[src/rtl/rx_core_tune_ctrl_if.sv]
// Host-facing config/status bundle and rx_core-facing active settings for rx_core_tune_ctrl.
// master = register bank / host side, slave = the tune controller.
interface rx_core_tune_ctrl_if;
   logic        cfg_wr_en;
   logic [2:0]  cfg_wr_addr;
   logic [15:0] cfg_wr_data;
   logic        commit;
   logic        sweep_start;
   logic        abort;
   logic        busy;
   logic        done;
   logic        settled;
   logic [4:0]  output_select;
   logic [15:0] compelex_phase_inc;
   logic [15:0] real_phase_inc;
   logic [15:0] duc1_phase_inc;
   logic [15:0] duc2_phase_inc;
   logic [15:0] duc3_phase_inc;

   modport master (
      output cfg_wr_en, cfg_wr_addr, cfg_wr_data, commit, sweep_start, abort,
      input  busy, done, settled, output_select, compelex_phase_inc, real_phase_inc,
             duc1_phase_inc, duc2_phase_inc, duc3_phase_inc
   );

   modport slave (
      input  cfg_wr_en, cfg_wr_addr, cfg_wr_data, commit, sweep_start, abort,
      output busy, done, settled, output_select, compelex_phase_inc, real_phase_inc,
             duc1_phase_inc, duc2_phase_inc, duc3_phase_inc
   );
endinterface

[src/rtl/rx_core_tune_ctrl.sv]
// Shadow/active configuration sequencer for rx_core: atomic apply, then settle masking.
// Define SWEEP_EN to add the compelex_phase_inc sweep mode (DWELL/STEP states, shadow addrs 6/7).
module rx_core_tune_ctrl #(
   parameter int unsigned SETTLE_CYCLES = 64,
   parameter int unsigned DWELL_CYCLES  = 4096,
   parameter int unsigned CNT_W         = 16
) (
   input logic                clock,
   input logic                reset,
   rx_core_tune_ctrl_if.slave bus
);

   localparam logic [CNT_W-1:0] SettleLast = CNT_W'(SETTLE_CYCLES - 1);

`ifdef SWEEP_EN
   localparam logic [CNT_W-1:0] DwellLast = CNT_W'(DWELL_CYCLES - 1);
   typedef enum logic [1:0] {StIdle, StSettle, StDwell, StStep} state_e;
`else
   typedef enum logic [0:0] {StIdle, StSettle} state_e;
`endif

   state_e           state_q;
   logic [CNT_W-1:0] cnt_q;
   logic [15:0]      sh_cplx_q;
   logic [15:0]      sh_real_q;
   logic [15:0]      sh_duc1_q;
   logic [15:0]      sh_duc2_q;
   logic [15:0]      sh_duc3_q;
   logic [4:0]       sh_sel_q;
   logic             start_sweep;

`ifdef SWEEP_EN
   logic [15:0] sh_step_q;
   logic [15:0] sh_stop_q;
   // Step/stop are captured at sweep start so host writes mid-sweep only affect the next sweep.
   logic [15:0] act_step_q;
   logic [15:0] act_stop_q;
   logic        sweep_q;
   logic [16:0] step_sum;
   logic        sweep_last;

   assign start_sweep = bus.sweep_start;

   always_comb begin
      step_sum   = {1'b0, bus.compelex_phase_inc} + {1'b0, act_step_q};
      sweep_last = (bus.compelex_phase_inc >= act_stop_q) || (act_step_q == 16'h0000) ||
                   step_sum[16];
   end
`else
   assign start_sweep = 1'b0;
`endif

   always_ff @(posedge clock) begin
      if (reset) begin
         state_q                <= StIdle;
         cnt_q                  <= '0;
         sh_cplx_q              <= '0;
         sh_real_q              <= '0;
         sh_duc1_q              <= '0;
         sh_duc2_q              <= '0;
         sh_duc3_q              <= '0;
         sh_sel_q               <= '0;
         bus.busy               <= 1'b0;
         bus.done               <= 1'b0;
         bus.settled            <= 1'b0;
         bus.output_select      <= '0;
         bus.compelex_phase_inc <= '0;
         bus.real_phase_inc     <= '0;
         bus.duc1_phase_inc     <= '0;
         bus.duc2_phase_inc     <= '0;
         bus.duc3_phase_inc     <= '0;
`ifdef SWEEP_EN
         sh_step_q              <= '0;
         sh_stop_q              <= '0;
         act_step_q             <= '0;
         act_stop_q             <= '0;
         sweep_q                <= 1'b0;
`endif
      end else begin
         bus.done <= 1'b0;

         if (bus.cfg_wr_en) begin
            case (bus.cfg_wr_addr)
               3'd0:    sh_cplx_q <= bus.cfg_wr_data;
               3'd1:    sh_real_q <= bus.cfg_wr_data;
               3'd2:    sh_duc1_q <= bus.cfg_wr_data;
               3'd3:    sh_duc2_q <= bus.cfg_wr_data;
               3'd4:    sh_duc3_q <= bus.cfg_wr_data;
               3'd5:    sh_sel_q  <= bus.cfg_wr_data[4:0];
`ifdef SWEEP_EN
               3'd6:    sh_step_q <= bus.cfg_wr_data;
               3'd7:    sh_stop_q <= bus.cfg_wr_data;
`endif
               default: ;
            endcase
         end

         if (bus.abort) begin
            state_q     <= StIdle;
            cnt_q       <= '0;
            bus.busy    <= 1'b0;
            bus.done    <= 1'b0;
            bus.settled <= 1'b0;
         end else begin
            case (state_q)
               StIdle: begin
                  if (bus.commit || start_sweep) begin
                     bus.compelex_phase_inc <= sh_cplx_q;
                     bus.real_phase_inc     <= sh_real_q;
                     bus.duc1_phase_inc     <= sh_duc1_q;
                     bus.duc2_phase_inc     <= sh_duc2_q;
                     bus.duc3_phase_inc     <= sh_duc3_q;
                     bus.output_select      <= sh_sel_q;
                     bus.settled            <= 1'b0;
                     bus.busy               <= 1'b1;
                     cnt_q                  <= '0;
                     state_q                <= StSettle;
`ifdef SWEEP_EN
                     sweep_q                <= !bus.commit;
                     act_step_q             <= sh_step_q;
                     act_stop_q             <= sh_stop_q;
`endif
                  end
               end

               StSettle: begin
                  if (cnt_q == SettleLast) begin
                     cnt_q       <= '0;
                     bus.settled <= 1'b1;
`ifdef SWEEP_EN
                     if (sweep_q) begin
                        state_q <= StDwell;
                     end else
`endif
                     begin
                        state_q  <= StIdle;
                        bus.busy <= 1'b0;
                        bus.done <= 1'b1;
                     end
                  end else begin
                     cnt_q <= cnt_q + 1'b1;
                  end
               end

`ifdef SWEEP_EN
               StDwell: begin
                  if (cnt_q == DwellLast) begin
                     cnt_q       <= '0;
                     bus.settled <= 1'b0;
                     state_q     <= StStep;
                  end else begin
                     cnt_q <= cnt_q + 1'b1;
                  end
               end

               StStep: begin
                  if (sweep_last) begin
                     state_q     <= StIdle;
                     bus.busy    <= 1'b0;
                     bus.done    <= 1'b1;
                     bus.settled <= 1'b1;
                  end else begin
                     bus.compelex_phase_inc <= step_sum[15:0];
                     cnt_q                  <= '0;
                     state_q                <= StSettle;
                  end
               end
`endif

               default: state_q <= StIdle;
            endcase
         end
      end
   end

endmodule

[src/flat_wrapper.sv]
// flat-port wrapper written by rule: the top's interface ports become plain ports
module rx_core_tune_ctrl_flat 
#(
   parameter int unsigned SETTLE_CYCLES = 64,
   parameter int unsigned DWELL_CYCLES  = 4096,
   parameter int unsigned CNT_W         = 16
)
  (clock, reset, bus_cfg_wr_en, bus_cfg_wr_addr, bus_cfg_wr_data, bus_commit, bus_sweep_start, bus_abort, bus_busy, bus_done, bus_settled, bus_output_select, bus_compelex_phase_inc, bus_real_phase_inc, bus_duc1_phase_inc, bus_duc2_phase_inc, bus_duc3_phase_inc);
  rx_core_tune_ctrl_if bus_i ();
  input logic clock;
  input logic reset;
  input wire logic [$bits(bus_i.cfg_wr_en)-1:0] bus_cfg_wr_en;
  input wire logic [$bits(bus_i.cfg_wr_addr)-1:0] bus_cfg_wr_addr;
  input wire logic [$bits(bus_i.cfg_wr_data)-1:0] bus_cfg_wr_data;
  input wire logic [$bits(bus_i.commit)-1:0] bus_commit;
  input wire logic [$bits(bus_i.sweep_start)-1:0] bus_sweep_start;
  input wire logic [$bits(bus_i.abort)-1:0] bus_abort;
  output wire logic [$bits(bus_i.busy)-1:0] bus_busy;
  output wire logic [$bits(bus_i.done)-1:0] bus_done;
  output wire logic [$bits(bus_i.settled)-1:0] bus_settled;
  output wire logic [$bits(bus_i.output_select)-1:0] bus_output_select;
  output wire logic [$bits(bus_i.compelex_phase_inc)-1:0] bus_compelex_phase_inc;
  output wire logic [$bits(bus_i.real_phase_inc)-1:0] bus_real_phase_inc;
  output wire logic [$bits(bus_i.duc1_phase_inc)-1:0] bus_duc1_phase_inc;
  output wire logic [$bits(bus_i.duc2_phase_inc)-1:0] bus_duc2_phase_inc;
  output wire logic [$bits(bus_i.duc3_phase_inc)-1:0] bus_duc3_phase_inc;
  assign bus_i.cfg_wr_en = bus_cfg_wr_en;
  assign bus_i.cfg_wr_addr = bus_cfg_wr_addr;
  assign bus_i.cfg_wr_data = bus_cfg_wr_data;
  assign bus_i.commit = bus_commit;
  assign bus_i.sweep_start = bus_sweep_start;
  assign bus_i.abort = bus_abort;
  assign bus_busy = bus_i.busy;
  assign bus_done = bus_i.done;
  assign bus_settled = bus_i.settled;
  assign bus_output_select = bus_i.output_select;
  assign bus_compelex_phase_inc = bus_i.compelex_phase_inc;
  assign bus_real_phase_inc = bus_i.real_phase_inc;
  assign bus_duc1_phase_inc = bus_i.duc1_phase_inc;
  assign bus_duc2_phase_inc = bus_i.duc2_phase_inc;
  assign bus_duc3_phase_inc = bus_i.duc3_phase_inc;
  rx_core_tune_ctrl #(.SETTLE_CYCLES(SETTLE_CYCLES), .DWELL_CYCLES(DWELL_CYCLES), .CNT_W(CNT_W)) u_core (.clock(clock), .reset(reset), .bus(bus_i));
endmodule
[config.mk]
export PLATFORM = sky130hd
export DESIGN_NAME = rx_core_tune_ctrl_flat
export DESIGN_NICKNAME = d
export VERILOG_FILES = /design/src/rtl/rx_core_tune_ctrl_if.sv /design/src/rtl/rx_core_tune_ctrl.sv /design/src/flat_wrapper.sv
export SDC_FILE = /design/constraint.sdc
export NUM_CORES = 1
export LEC_CHECK = 0
export CAP_MARGIN = 30
export CORE_MARGIN = 2
export CORE_UTILIZATION = 48
export CTS_BUF_LIST = sky130_fd_sc_hd__clkbuf_4
export DETAILED_ROUTE_END_ITERATION = 7
export PLACE_DENSITY = 0.73
export SETUP_SLACK_MARGIN = 0.1
export SLEW_MARGIN = 20
export SYNTH_ARGS = -nofsm -noshare
export SYNTH_HDL_FRONTEND = slang
export SYNTH_SLANG_ARGS = --single-unit
[constraint.sdc]
create_clock -name clock -period 3.7 [get_ports clock]
set_clock_uncertainty 0.2 [all_clocks]
set_input_delay 0.74 -clock clock [delete_from_list [all_inputs] [get_ports clock]]
set_output_delay 0.74 -clock clock [all_outputs]
set_load 0.05 [all_outputs]
==> flow_summary.ini <==
[floorplan]
rows = 43
ios = 113
die_h_um = 123
start_util_pct = 49.2
core_um2 = 13900
chipWidth_um = 123
die_area_um2 = 15200

[setup_path]
reg2reg_setup_slack_ns = 1.45
worst-path-max-fanout = 2
crit_family = buffers and inverters
arrival_ns = 1.80
crit_buf_inv = 1
start_kind = register
cp_cell_sequence = clkdlybuf4s50_1
endpoint_kind = output port
worst-setup-path-type = reg -> out
cp_slowest_cell = clkdlybuf4s50_1
cp.required_ns = 2.76
max_stage_delay_ns = 0.83

[final_layout]
fin_nets = 981
fin_util_pct = 60.2
drive_above_1_share_pct = 5.79
post-route-cell-area_um2 = 8360
syn_to_final_growth_pct = 22.3
fill_cells = 1324
n_antenna_cell = 0

[hold_path]
holdCritPathClass = reg -> reg

[place]
place_area_um2 = 8040
place_congestion = 0.840
port_buffers = 111
place_hpwl_mm = 10.7

[yosys]
synth_top_cell_area_share_pct = 55.7
synth_cell_types = 38
netlist_top_cells_count = nand2_1 (345), dfxtp_1 (190), a21oi_1 (175)
synthArstFlopShare_pct = 0
synth_area_per_cell_um2 = 7.87
synth_edf_count = 0
syn-num-nets = 894
postSynthCellCount = 868
ys.flop_type = dfxtp_1
synth-seq-area-share_pct = 55.7
synth_area_leader_cell = dfxtp_1
synth_area_um2 = 6830
synth_most_common_cell = nand2_1
synth_seq_cells = 190
synth_warnings = 0
ys_top_cells_by_area = dfxtp_1 (56%), nand2_1 (19%), a21oi_1 (13%), clkbuf_1 (2.6%), nand3_1 (1.0%)

[cts]
hold_buffers = 0
worstSkewPairLatency_ns = 0.57
cts_buffers = 17
max-clock-path-buffers = 2
htree_levels = 4
cts.sinks = 190
cts_tree = done
postCtsSetupRepairBufs = 0
cts_root_buf = clkbuf_4
clk_pin_slew_ns = 0.16
post_cts_resized = 0

[grt]
grt_first_pass_wirelength_mm = 26.6
antenna_found_initial = 0
grt_overflow = 0
grt_max_degree = 79
grt_pass1_vias = 5110
grt_use_total_pct = 22.7

[status]
outcome = complete, no violations

[route]
num_vias = 5893
first_pass_iters = 5
drc = 0
drtAntennaViolNets = 0
wirelength_mm = 17.0
drtIter0Drc = 487
vias_per_cell = 5.13
wl_per_cell_um = 14.8

[pwr]
vdd_drop_max_v = 0.000300
leakagePower_uw = 0.00272
cellPowerDensity_nw_per_um2 = 423

[timing]
worstMarginPinSlew_ns = 0.814
rsz0062_at_grt = false
tns_ns = 0
maxSlewHeadroom_pct = 45.7
fmax_mhz = 365
drv_slew = 0
fin_crit_ns = 2.74
period_share_pct = 74.1
hold_violations = 0
finalSetupViolCount = 0

[flow_run]
cap_violations = 0
layout by cell type (no fill, tap or decap), drive strengths merged, types with 5 or more instances in the layout:
| cell type | synthesis | routed |
|---|---|---|
| nand2 | 345 | 345 |
| dfxtp | 190 | 190 |
| a21oi | 175 | 175 |
| clkdlybuf4s50 | 0 | 110 |
| nor2 | 19 | 19 |
| clkbuf | 47 | 18 |
| nand3 | 14 | 14 |
| buf | 6 | 11 |
| inv | 6 | 11 |
| nor3 | 7 | 7 |
| o21ai | 7 | 7 |
| a31oi | 6 | 6 |
| or3 | 6 | 6 |
| mux2i | 5 | 5 |
where the power goes:
| group | switching, µW | total [µW] | internal (µW) |
|---|---|---|---|
| Clock | 732 | 1220 | 492 |
| Sequential | 15.1 | 2090 | 2070 |
| Combinational | 159 | 221 | 62.0 |
per-layer routing:
metal	track usage, %	vias to the layer above	share of wire [%]
li1	-	3021	-
met1	31.5	2686	47
met2	34.8	163	45
met3	5.12	23	5.3
met4	7.74	0	2.1
met5	0	-	0
state kept, by name, summed over array words and instances (netlist names):
name                           count
u_core.bus.busy                    1
u_core.sh_duc2_q                  16
u_core.sh_duc3_q                  16
u_core.sh_real_q                  16
u_core.sh_cplx_q                  16
u_core.bus.real_phase_inc         16
u_core.bus.output_select           5
u_core.state_q                     1
u_core.bus.duc3_phase_inc         16
u_core.bus.compelex_phase_inc     16
u_core.bus.done                    1
u_core.bus.duc2_phase_inc         16
u_core.sh_sel_q                    5
u_core.sh_duc1_q                  16
u_core.bus.settled                 1
u_core.bus.duc1_phase_inc         16
u_core.cnt_q                      16
final cells by class:
cell class	count	area, µm²	area share (%)
multi-input combinational	619	2810	33.6
clock inverter	14	183	2.19
timing repair buffer	121	1180	14.2
sequential	190	3800	45.5
tap	180	225	2.69
clock buffer	18	135	1.62
inverter	6	22.5	0.269
stage by stage:
stage	total power [µW]	cells	worst slack, ns	hold WS (ns)
2_1_floorplan	2260	868	1.46	0.232
3_3_place_gp	2350	1116	0.831	0.237
3_5_place_dp	2350	1116	0.836	0.243
4_1_cts	3560	1148	0.907	0.256
5_1_grt	3670	1148	0.870	0.276
6_report	3530	1148	0.959	0.254
cells by family after synthesis:
family | synth area share, %
XOR/XNOR | 0.385
flip-flops | 55.7
AO/OA/AOI/OAI | 14.8
multiplexers | 0.732
AND/OR/NAND/NOR | 24.7
adder cells (fa/ha/maj) | 0.183
buffers and inverters | 3.46
path summary, 6_finish.rpt:
kind                                                                from                                    endpoint  cells past startpoint
worst min register to register         u_core.sh_duc3_q[11]$_SDFFE_PP0P_  u_core.bus.duc3_phase_inc[11]$_SDFFE_PP0P_                      2
worst max-delay path            u_core.bus.output_select[4]$_SDFFE_PP0P_                        bus_output_select[4]                      1
worst min-delay path                   u_core.sh_duc3_q[11]$_SDFFE_PP0P_  u_core.bus.duc3_phase_inc[11]$_SDFFE_PP0P_                      2
worst max register to register              u_core.cnt_q[0]$_SDFFE_PP0P_               u_core.cnt_q[15]$_SDFFE_PP0P_                      6
No activity file was read; power rests on OpenSTA's default activity.
